--- config.mk ---
export PLATFORM = sky130hd
export DESIGN_NAME = pipe_ctrl_chain
export DESIGN_NICKNAME = d
export VERILOG_FILES = /design/src/rtl/pipe_ctrl_chain.sv
export SDC_FILE = /design/constraint.sdc
export NUM_CORES = 1
export LEC_CHECK = 0
export CORE_MARGIN = 2
export CORE_UTILIZATION = 46
export DETAILED_ROUTE_END_ITERATION = 8
export GPL_ROUTABILITY_DRIVEN = 0
export PLACE_DENSITY_LB_ADDON = 0.08
export SLEW_MARGIN = 30
export SYNTH_ARGS = -nofsm -noshare
export SYNTH_HDL_FRONTEND = slang
export SYNTH_SLANG_ARGS = --single-unit
--- constraint.sdc ---
create_clock -name clk -period 2.3 [get_ports clk]
set_clock_uncertainty 0.2 [all_clocks]
set_input_delay 0.46 -clock clk [delete_from_list [all_inputs] [get_ports clk]]
set_output_delay 0.46 -clock clk [all_outputs]
set_load 0.05 [all_outputs]
--- src/rtl/pipe_ctrl_chain.sv ---
// ---------------------------------------------------------------------------
// pipe_ctrl_chain
//
// Parametrised chain of pipeline registers that carries the decoded control
// word, funct word, PC and a valid bit from decode (stage 0 = ID/EX) through
// the back-end stages (stage STAGES-1 = MEM/WB) of the RV32I core.
//
// Each stage supports an independent stall (hold) and flush (kill). When a
// stage advances while the stage feeding it is held, a bubble is inserted.
// An all-zero control word deasserts every write enable, so a bubble has no
// architectural effect. The bubble's PC still follows the upstream stage so
// that debug traces stay readable.
//
// Ports
//   clk           rising-edge clock
//   rst           synchronous, active-high reset
//   in_valid      stage-0 input is a real instruction
//   in_cw         control word entering stage 0
//   in_fw         funct word entering stage 0
//   in_pc         PC entering stage 0
//   stall         bit i holds stage i this cycle
//   flush         bit i empties stage i this cycle (wins over stall)
//   stage_valid   valid bit per stage
//   stage_cw      control word per stage, stage i at [i*CW_W +: CW_W]
//   stage_fw      funct word per stage, stage i at [i*FW_W +: FW_W]
//   stage_pc      PC per stage, stage i at [i*32 +: 32]
//   bubble_cnt    saturating count of cycles with at least one bubble
//   flush_cnt     saturating count of cycles that flushed a valid stage
//   protocol_err  sticky flag: a non-prefix stall pattern was seen
// ---------------------------------------------------------------------------
module pipe_ctrl_chain #(
    parameter int STAGES = 4,
    parameter int CW_W   = 32,
    parameter int FW_W   = 18,
    parameter int CNT_W  = 16
) (
    input  logic                     clk,
    input  logic                     rst,
    input  logic                     in_valid,
    input  logic [CW_W-1:0]          in_cw,
    input  logic [FW_W-1:0]          in_fw,
    input  logic [31:0]              in_pc,
    input  logic [STAGES-1:0]        stall,
    input  logic [STAGES-1:0]        flush,
    output logic [STAGES-1:0]        stage_valid,
    output logic [STAGES*CW_W-1:0]   stage_cw,
    output logic [STAGES*FW_W-1:0]   stage_fw,
    output logic [STAGES*32-1:0]     stage_pc,
    output logic [CNT_W-1:0]         bubble_cnt,
    output logic [CNT_W-1:0]         flush_cnt,
    output logic                     protocol_err
);

    // -----------------------------------------------------------------------
    // Stage storage
    // -----------------------------------------------------------------------
    logic [STAGES-1:0] valid_q;
    logic [STAGES-1:0] valid_d;
    logic [CW_W-1:0]   cw_q [STAGES];
    logic [CW_W-1:0]   cw_d [STAGES];
    logic [FW_W-1:0]   fw_q [STAGES];
    logic [FW_W-1:0]   fw_d [STAGES];
    logic [31:0]       pc_q [STAGES];
    logic [31:0]       pc_d [STAGES];

    logic [CNT_W-1:0]  bubble_cnt_q;
    logic [CNT_W-1:0]  flush_cnt_q;
    logic              protocol_err_q;

    // -----------------------------------------------------------------------
    // Per-stage decisions as bit masks
    //
    // stall_up[i] is the stall of the stage feeding stage i; stage 0 is fed
    // from the decode inputs, which are never "held" from this block's point
    // of view, hence the zero shifted into bit 0.
    // -----------------------------------------------------------------------
    logic [STAGES-1:0] stall_up;
    logic [STAGES-1:0] take_flush;
    logic [STAGES-1:0] take_hold;
    logic [STAGES-1:0] take_bubble;
    logic [STAGES-1:0] lost_data;
    logic [STAGES-1:0] flushed_valid;

    assign stall_up = {stall[STAGES-2:0], 1'b0};

    assign take_flush  = flush;
    assign take_hold   = ~flush & stall;
    // Bubble only possible for i>0: stall_up[0] is always 0.
    assign take_bubble = ~flush & ~stall & stall_up;

    // Upstream advancing into a held stage would overwrite it. Stage 0 has no
    // upstream stage; a flushed stage has nothing to lose.
    assign lost_data     = stall & ~stall_up & ~flush & {{(STAGES-1){1'b1}}, 1'b0};
    assign flushed_valid = flush & valid_q;

    // -----------------------------------------------------------------------
    // Next-state datapath
    // -----------------------------------------------------------------------
    always_comb begin
        valid_d = valid_q;
        for (int i = 0; i < STAGES; i++) begin
            cw_d[i] = cw_q[i];
            fw_d[i] = fw_q[i];
            pc_d[i] = pc_q[i];
        end

        for (int i = 0; i < STAGES; i++) begin
            if (take_flush[i]) begin
                valid_d[i] = 1'b0;
                cw_d[i]    = '0;
                fw_d[i]    = '0;
                pc_d[i]    = '0;
            end else if (take_hold[i]) begin
                valid_d[i] = valid_q[i];
            end else if (i == 0) begin
                // An invalid slot must never carry write enables.
                valid_d[i] = in_valid;
                cw_d[i]    = in_valid ? in_cw : '0;
                fw_d[i]    = in_fw;
                pc_d[i]    = in_pc;
            end else if (take_bubble[i]) begin
                valid_d[i] = 1'b0;
                cw_d[i]    = '0;
                fw_d[i]    = '0;
                pc_d[i]    = pc_q[i-1];
            end else begin
                valid_d[i] = valid_q[i-1];
                cw_d[i]    = cw_q[i-1];
                fw_d[i]    = fw_q[i-1];
                pc_d[i]    = pc_q[i-1];
            end
        end
    end

    // -----------------------------------------------------------------------
    // Stage registers
    // -----------------------------------------------------------------------
    always_ff @(posedge clk) begin
        if (rst) begin
            valid_q <= '0;
            for (int i = 0; i < STAGES; i++) begin
                cw_q[i] <= '0;
                fw_q[i] <= '0;
                pc_q[i] <= '0;
            end
        end else begin
            valid_q <= valid_d;
            for (int i = 0; i < STAGES; i++) begin
                cw_q[i] <= cw_d[i];
                fw_q[i] <= fw_d[i];
                pc_q[i] <= pc_d[i];
            end
        end
    end

    // -----------------------------------------------------------------------
    // Performance counters (saturating) and sticky protocol error
    // -----------------------------------------------------------------------
    always_ff @(posedge clk) begin
        if (rst) begin
            bubble_cnt_q   <= '0;
            flush_cnt_q    <= '0;
            protocol_err_q <= 1'b0;
        end else begin
            if ((|take_bubble) && (bubble_cnt_q != {CNT_W{1'b1}})) begin
                bubble_cnt_q <= bubble_cnt_q + 1'b1;
            end
            if ((|flushed_valid) && (flush_cnt_q != {CNT_W{1'b1}})) begin
                flush_cnt_q <= flush_cnt_q + 1'b1;
            end
            if (|lost_data) begin
                protocol_err_q <= 1'b1;
            end
        end
    end

    // -----------------------------------------------------------------------
    // Output packing
    // -----------------------------------------------------------------------
    for (genvar g = 0; g < STAGES; g++) begin : g_pack
        assign stage_cw[g*CW_W +: CW_W] = cw_q[g];
        assign stage_fw[g*FW_W +: FW_W] = fw_q[g];
        assign stage_pc[g*32 +: 32]     = pc_q[g];
    end

    assign stage_valid  = valid_q;
    assign bubble_cnt   = bubble_cnt_q;
    assign flush_cnt    = flush_cnt_q;
    assign protocol_err = protocol_err_q;

endmodule

# ---- Yosys cells after proc, flatten, opt, wreduce, memory -nomap -nowiden
# Memory sizes are Yosys's and may differ from the RTL's.
# Cells that the tools add are included.
dict set report word_totals {
  ff_bits 37
  latch_bits 0
  ramBits 328
  rom_bits 0
  inputBits 93
  output_inout_bits 365
  elab_cells 93
  mem_count 3
}
# name depth width rd rd_ports_with_merged_regs wr line_no
set mem_list {}
lappend mem_list {cw_q 4 32 4 0 4 59} ;# logic [CW_W-1:0] cw_q [STAGES];
lappend mem_list {pc_q 4 32 4 0 4 63} ;# logic [31:0] pc_q [STAGES];
lappend mem_list {fw_q 4 18 4 0 4 61} ;# logic [FW_W-1:0] fw_q [STAGES];
dict set report op_classes {
  add_sub_neg 2
  multipliers 0
  n_div 0
  order_cmp 0
  eq_ne 2
  shifts 0
  mux 49
  bitwise 21
  n_reduce_logical 9
}
# operator n
set ops {}
lappend ops {{32-bit two-way mux} 28}
lappend ops {{18-bit two-way mux} 15}
lappend ops {{16-bit by 1-bit adder with 16-bit output, second input constant} 2}
lappend ops {{16-bit inequality test, second input constant} 2}
lappend ops {{4-bit bitwise AND} 6}
lappend ops {{4-bit NOT} 3}
lappend ops {{1-bit bitwise OR} 12}
lappend ops {{2-bit OR reduction} 4}
lappend ops {{4-bit OR reduction} 2}
lappend ops {{1-bit two-way mux} 6}
lappend ops {{3-bit OR reduction} 1}
lappend ops {{1-bit logical AND} 2}

# ---- Longest topological paths before layout
dict set report depth {
  word_depth 7
  ltp_mapped 7
  depth_no_buf 5
}

# ---- Least setup slack after synthesis
# No wires, ideal clock.
dict set report synth_timing {
  path_kind {register to register}
  from {register bubble_cnt_q[0], in the netlist bubble_cnt[0]}
  to {register bubble_cnt_q[10], in the netlist bubble_cnt[10]}
  setup_ps 121
  arrival_time_ps 2062
  required_ps 1979
  path_slack_ps -83
  path_stages_with_launch 7
  path_buffers 1
  period_less_slack_ps 2383
  path_cell_list {dfxtp_1 -> ha_1 -> nand3_1 -> or2_0 -> buf_2 -> nor4_1 -> mux2_2}
}
dict set report synth_via {
  elab_chain_len 2
  elab_cells_between_ends 3
  classes_between {add/sub (1); eq/ne (1); reduce/logical (1)}
}
# element line_no
set synth_rtl {}
lappend synth_rtl {{from (decl)} 66} ;# logic [CNT_W-1:0] bubble_cnt_q;
lappend synth_rtl {{from (signal assigned)} 166} ;# bubble_cnt_q <= bubble_cnt_q + 1'b1;
lappend synth_rtl {{branches (longest 2 deep; another with 16-bit by 1-bit adder with 16-bit output)} --}
# Several ways; the timed one is not identified.
# A chain may end at the register's enable or synchronous reset.

# ---- Worst setup path in the final report
dict set report layout_timing {
  from {register flush_cnt_q[3], in the netlist flush_cnt[3]}
  to {output flush_cnt[3]}
}
# element line_no
set layout_lines {}
lappend layout_lines {{from (decl)} 67} ;# logic [CNT_W-1:0] flush_cnt_q;
lappend layout_lines {{from (signal assigned)} 169} ;# flush_cnt_q <= flush_cnt_q + 1'b1;
lappend layout_lines {{to (decl)} 50} ;# output logic [CNT_W-1:0] flush_cnt,
# No word-level cell between the ends.

==> summary.txt <==
Flow run
  • Max Cap Viol: 0

Worst setup path
  • Worst Path Required: between 1.5 and 2 ns
  • Cells along the critical path: dlygate4sd2_1
  • FF-to-FF Start: flush_cnt[3]
  • FF-to-FF End: flush_cnt[13]
  • Critical Path Start Type: flop
  • CP max FO: 6
  • Reg2reg path depth: 4
  • CP Class: reg2out
  • FF-to-FF setup slack: roughly 0.25 ns
  • CP max-delay cell: dlygate4sd2_1
  • Largest delay share family, worst path: buffers and inverters
  • Nature of the critical path endpoint: output pin
  • WP buf/inv: 1
  • Worst path arrival time: ~1.6 ns
  • Slowest Stage Delay on Critical Path: 0.57 ns

Logic synthesis
  • Cell variety after synth: a little under 50
  • Synthesized area per cell: roughly 9 sq um
  • Post-synthesis sequential area ratio: 0.523
  • Top-area cell type share of the netlist area: 0.523
  • Synth Flop Type: dfxtp_1
  • Cells after Synth: 1520
  • EDFF count, synth: 0
  • Yosys reg bits: roughly 370
  • Area leader, netlist: dfxtp_1
  • Synthesis Warnings: 0
  • Ranking of synthesized cells by area: dfxtp_1 (52%), mux2i_1 (10%), nor3b_1 (8.4%), nor2_1 (8.3%), a21oi_1 (7.5%)
  • Fraction of registers with async set/reset: 0
  • Synth Net Count: approximately 1600
  • Mapped cell area: roughly 14000 sq um

Clocking
  • Worst-path clk slew: approximately 0.060 ns
  • Clock Path Buffers: 3
  • Latest clock arrival within the worst-skew pair: roughly 0.52 ns
  • CTS root buf: clkbuf_16
  • H-tree levels: 2
  • Resized Gates After CTS: about 280
  • TritonCTS Buffers: 40
  • Postcts setup bufs: 0
  • # clock sinks: roughly 370
  • CTS tree: yes
  • Cts hold-fix bufs: 0

STA
  • Final hold vios: 0
  • Worst Max-Slew Pin Slew: about 0.8 ns
  • Relative slew slack: 0.466
  • Minimum clock period: 2.22 ns
  • Final critical-path share of the clock period: 0.967
  • Max frequency: approximately 0.45 GHz
  • RSZ-0062 raised after global routing: no
  • Setup TNS: 0 ns
  • Final Setup Violations: 0
  • Fin. max-slew vios: 0

Worst hold path
  • Hold Crit Start: stall[2]
  • Cells on Worst Hold Path: 4
  • Hold Path Class: in2reg
  • WHS Endpoint: cw_q[3][4]

Layout
  • Commonest non-fill, non-tap cell in the layout: dfxtp_1
  • Layout cell share with drive strength beyond 1: 0.109
  • Commonest cells after routing, fill and taps aside: dfxtp_1 (361), nor2_1 (309), dlygate4sd2_1 (284)
  • Final core occ: 0.666
  • # nets final: between 2000 and 2500
  • Non-filler cells, final: 2355
  • Area growth from synthesis to layout: 41.9%

GRT
  • GR Overflow Total: 0
  • First-pass GRT wire length: between 60000 and 70000 microns
  • GRT Util Overall: 0.270
  • Largest net degree at the start of global routing: around 150
  • Antenna violations before repair: 2
  • Vias in the first global route: between 10000 and 15000

Die
  • # IOs: 458
  • Die Ht: 178 microns
  • Die Span X: between 150 and 200 microns
  • Cell Rows: 63
  • Die ar.: approximately 32000 sq um
  • Initial core utilization: 0.469
  • Core box area: 29800 sq um

Routing
  • Via count: approximately 13000
  • WL/cell: between 15 and 20 microns
  • Via-to-Cell Ratio: roughly 5.3
  • Routed WL: between 40000 and 50000 microns
  • Initial DRC count: between 800 and 900
  • DR DRC count: 0
  • DRT Pass-1 Iters: 4
  • Final ANT Viol Nets: 0

Pwr
  • Static leakage: around 0.009 uW
  • Power per standard cell area: around 700 nW/um^2
  • Max VDD drop: about 0.00051 V

Placement
  • Port buffer count: ~460
  • Post-DP HPWL: roughly 31000 microns
  • Cell total after placement: ~2300

Run status
  • Status: finished, final reports clean
-- where the power goes --
part | switching [uW] | internal (uW)
sequential | 49.3 | 6380
combinational | 703 | 404
clock | 2530 | 3810
-- metal layers --
layer	wire length (microns)	vias to the layer above	GRT usage
met5	0	-	0
met4	1710	0	0.111
met3	3830	83	0.0814
met2	21500	425	0.462
met1	17900	5954	0.314
li1	-	6090	-
-- state kept, by name (all words and copies together) (netlist names) --
| signal | cells |
|---|---|
| stage_valid | 4 |
| cw_q | 128 |
| bubble_cnt | 16 |
| pc_q | 128 |
| fw_q | 72 |
| protocol_err | 1 |
| flush_cnt | 16 |
-- Yosys cell counts, types with 2 or more instances --
library cell and instances:
nor4_4 2, nor3b_1 157, nand2_1 40, nand2b_1 2, or3b_2 2, nor2b_1 5
or3_1 3, mux2_2 4, nor3_1 5, nand3_1 44, and3_1 4, and4_1 7
buf_1 4, clkbuf_8 2, a211oi_1 3, or4_1 15, a22oi_1 2, nand4_1 9
a21boi_0 2, buf_2 18, o21ai_0 5, dfxtp_1 365, nor2_1 309, clkbuf_1 104
a21oi_1 209, ha_1 2, or2_2 5, o31ai_1 16, nor4_1 4, inv_1 6
mux2i_1 146, a31oi_1 2
-- final cells by class --
type	count	area, sq um
Multi-Input combinational cell	1020	6140
Tap cell	390	488
Fill cell	2563	9950
Clock buffer	64	1240
Sequential cell	365	7310
Timing Repair Buffer	500	4560
Inverter	6	22.5
Clock inverter	8	76.3
Antenna cell	2	5.00
-- worst max path at each step --
| stage | start | to | slack, ns | cells after the start |
|---|---|---|---|---|
| final | flush_cnt[3] | flush_cnt[3] | 0.08 | 1 |
| after detailed placement | flush[1] | flush_cnt[13] | -0.29 | 5 |
| after global placement | flush[1] | flush_cnt[13] | -0.30 | 5 |
| after CTS | flush_cnt[3] | flush_cnt[3] | 0.07 | 1 |
| after global routing | flush_cnt[3] | flush_cnt[3] | 0.01 | 1 |
| after floorplan | flush_cnt[7] | flush_cnt[13] | 0.003 | 4 |
-- through the flow --
| stage | hold slack, ns | cell area [sq um] | total power, uW | setup WS (ns) |
|---|---|---|---|---|
| finish | 0.140 | 19800 | 13900 | 0.0764 |
| global route | 0.157 | 19800 | 14300 | 0.0130 |
| CTS | 0.119 | 19800 | 14000 | 0.0667 |
| detailed placement | 0.259 | 18900 | 7710 | -0.286 |
| global placement | 0.250 | 18900 | 7700 | -0.295 |
| floorplan | 0.389 | 14000 | 7220 | 0.00269 |
-- cells by family (layout without fill, tap and decap cells) --
family | Yosys count | count (layout) | synth area share
adder cells (fa/ha/maj) | 2 | 2 | 0.00179
AND/OR/NAND/NOR | 619 | 619 | 0.231
other | 0 | 2 | 0
flip-flops | 365 | 365 | 0.523
buffers and inverters | 135 | 578 | 0.0398
multiplexers | 150 | 150 | 0.108
AO/OA/AOI/OAI | 249 | 249 | 0.0971
-- tightest hold or removal path, stage by stage --
cell and delay, ns:
buf_6 0.13, nor3b_1 0.06, a21oi_1 0.11, nor2_1 0.04
Note: power is estimated with default switching activity, not from simulation.
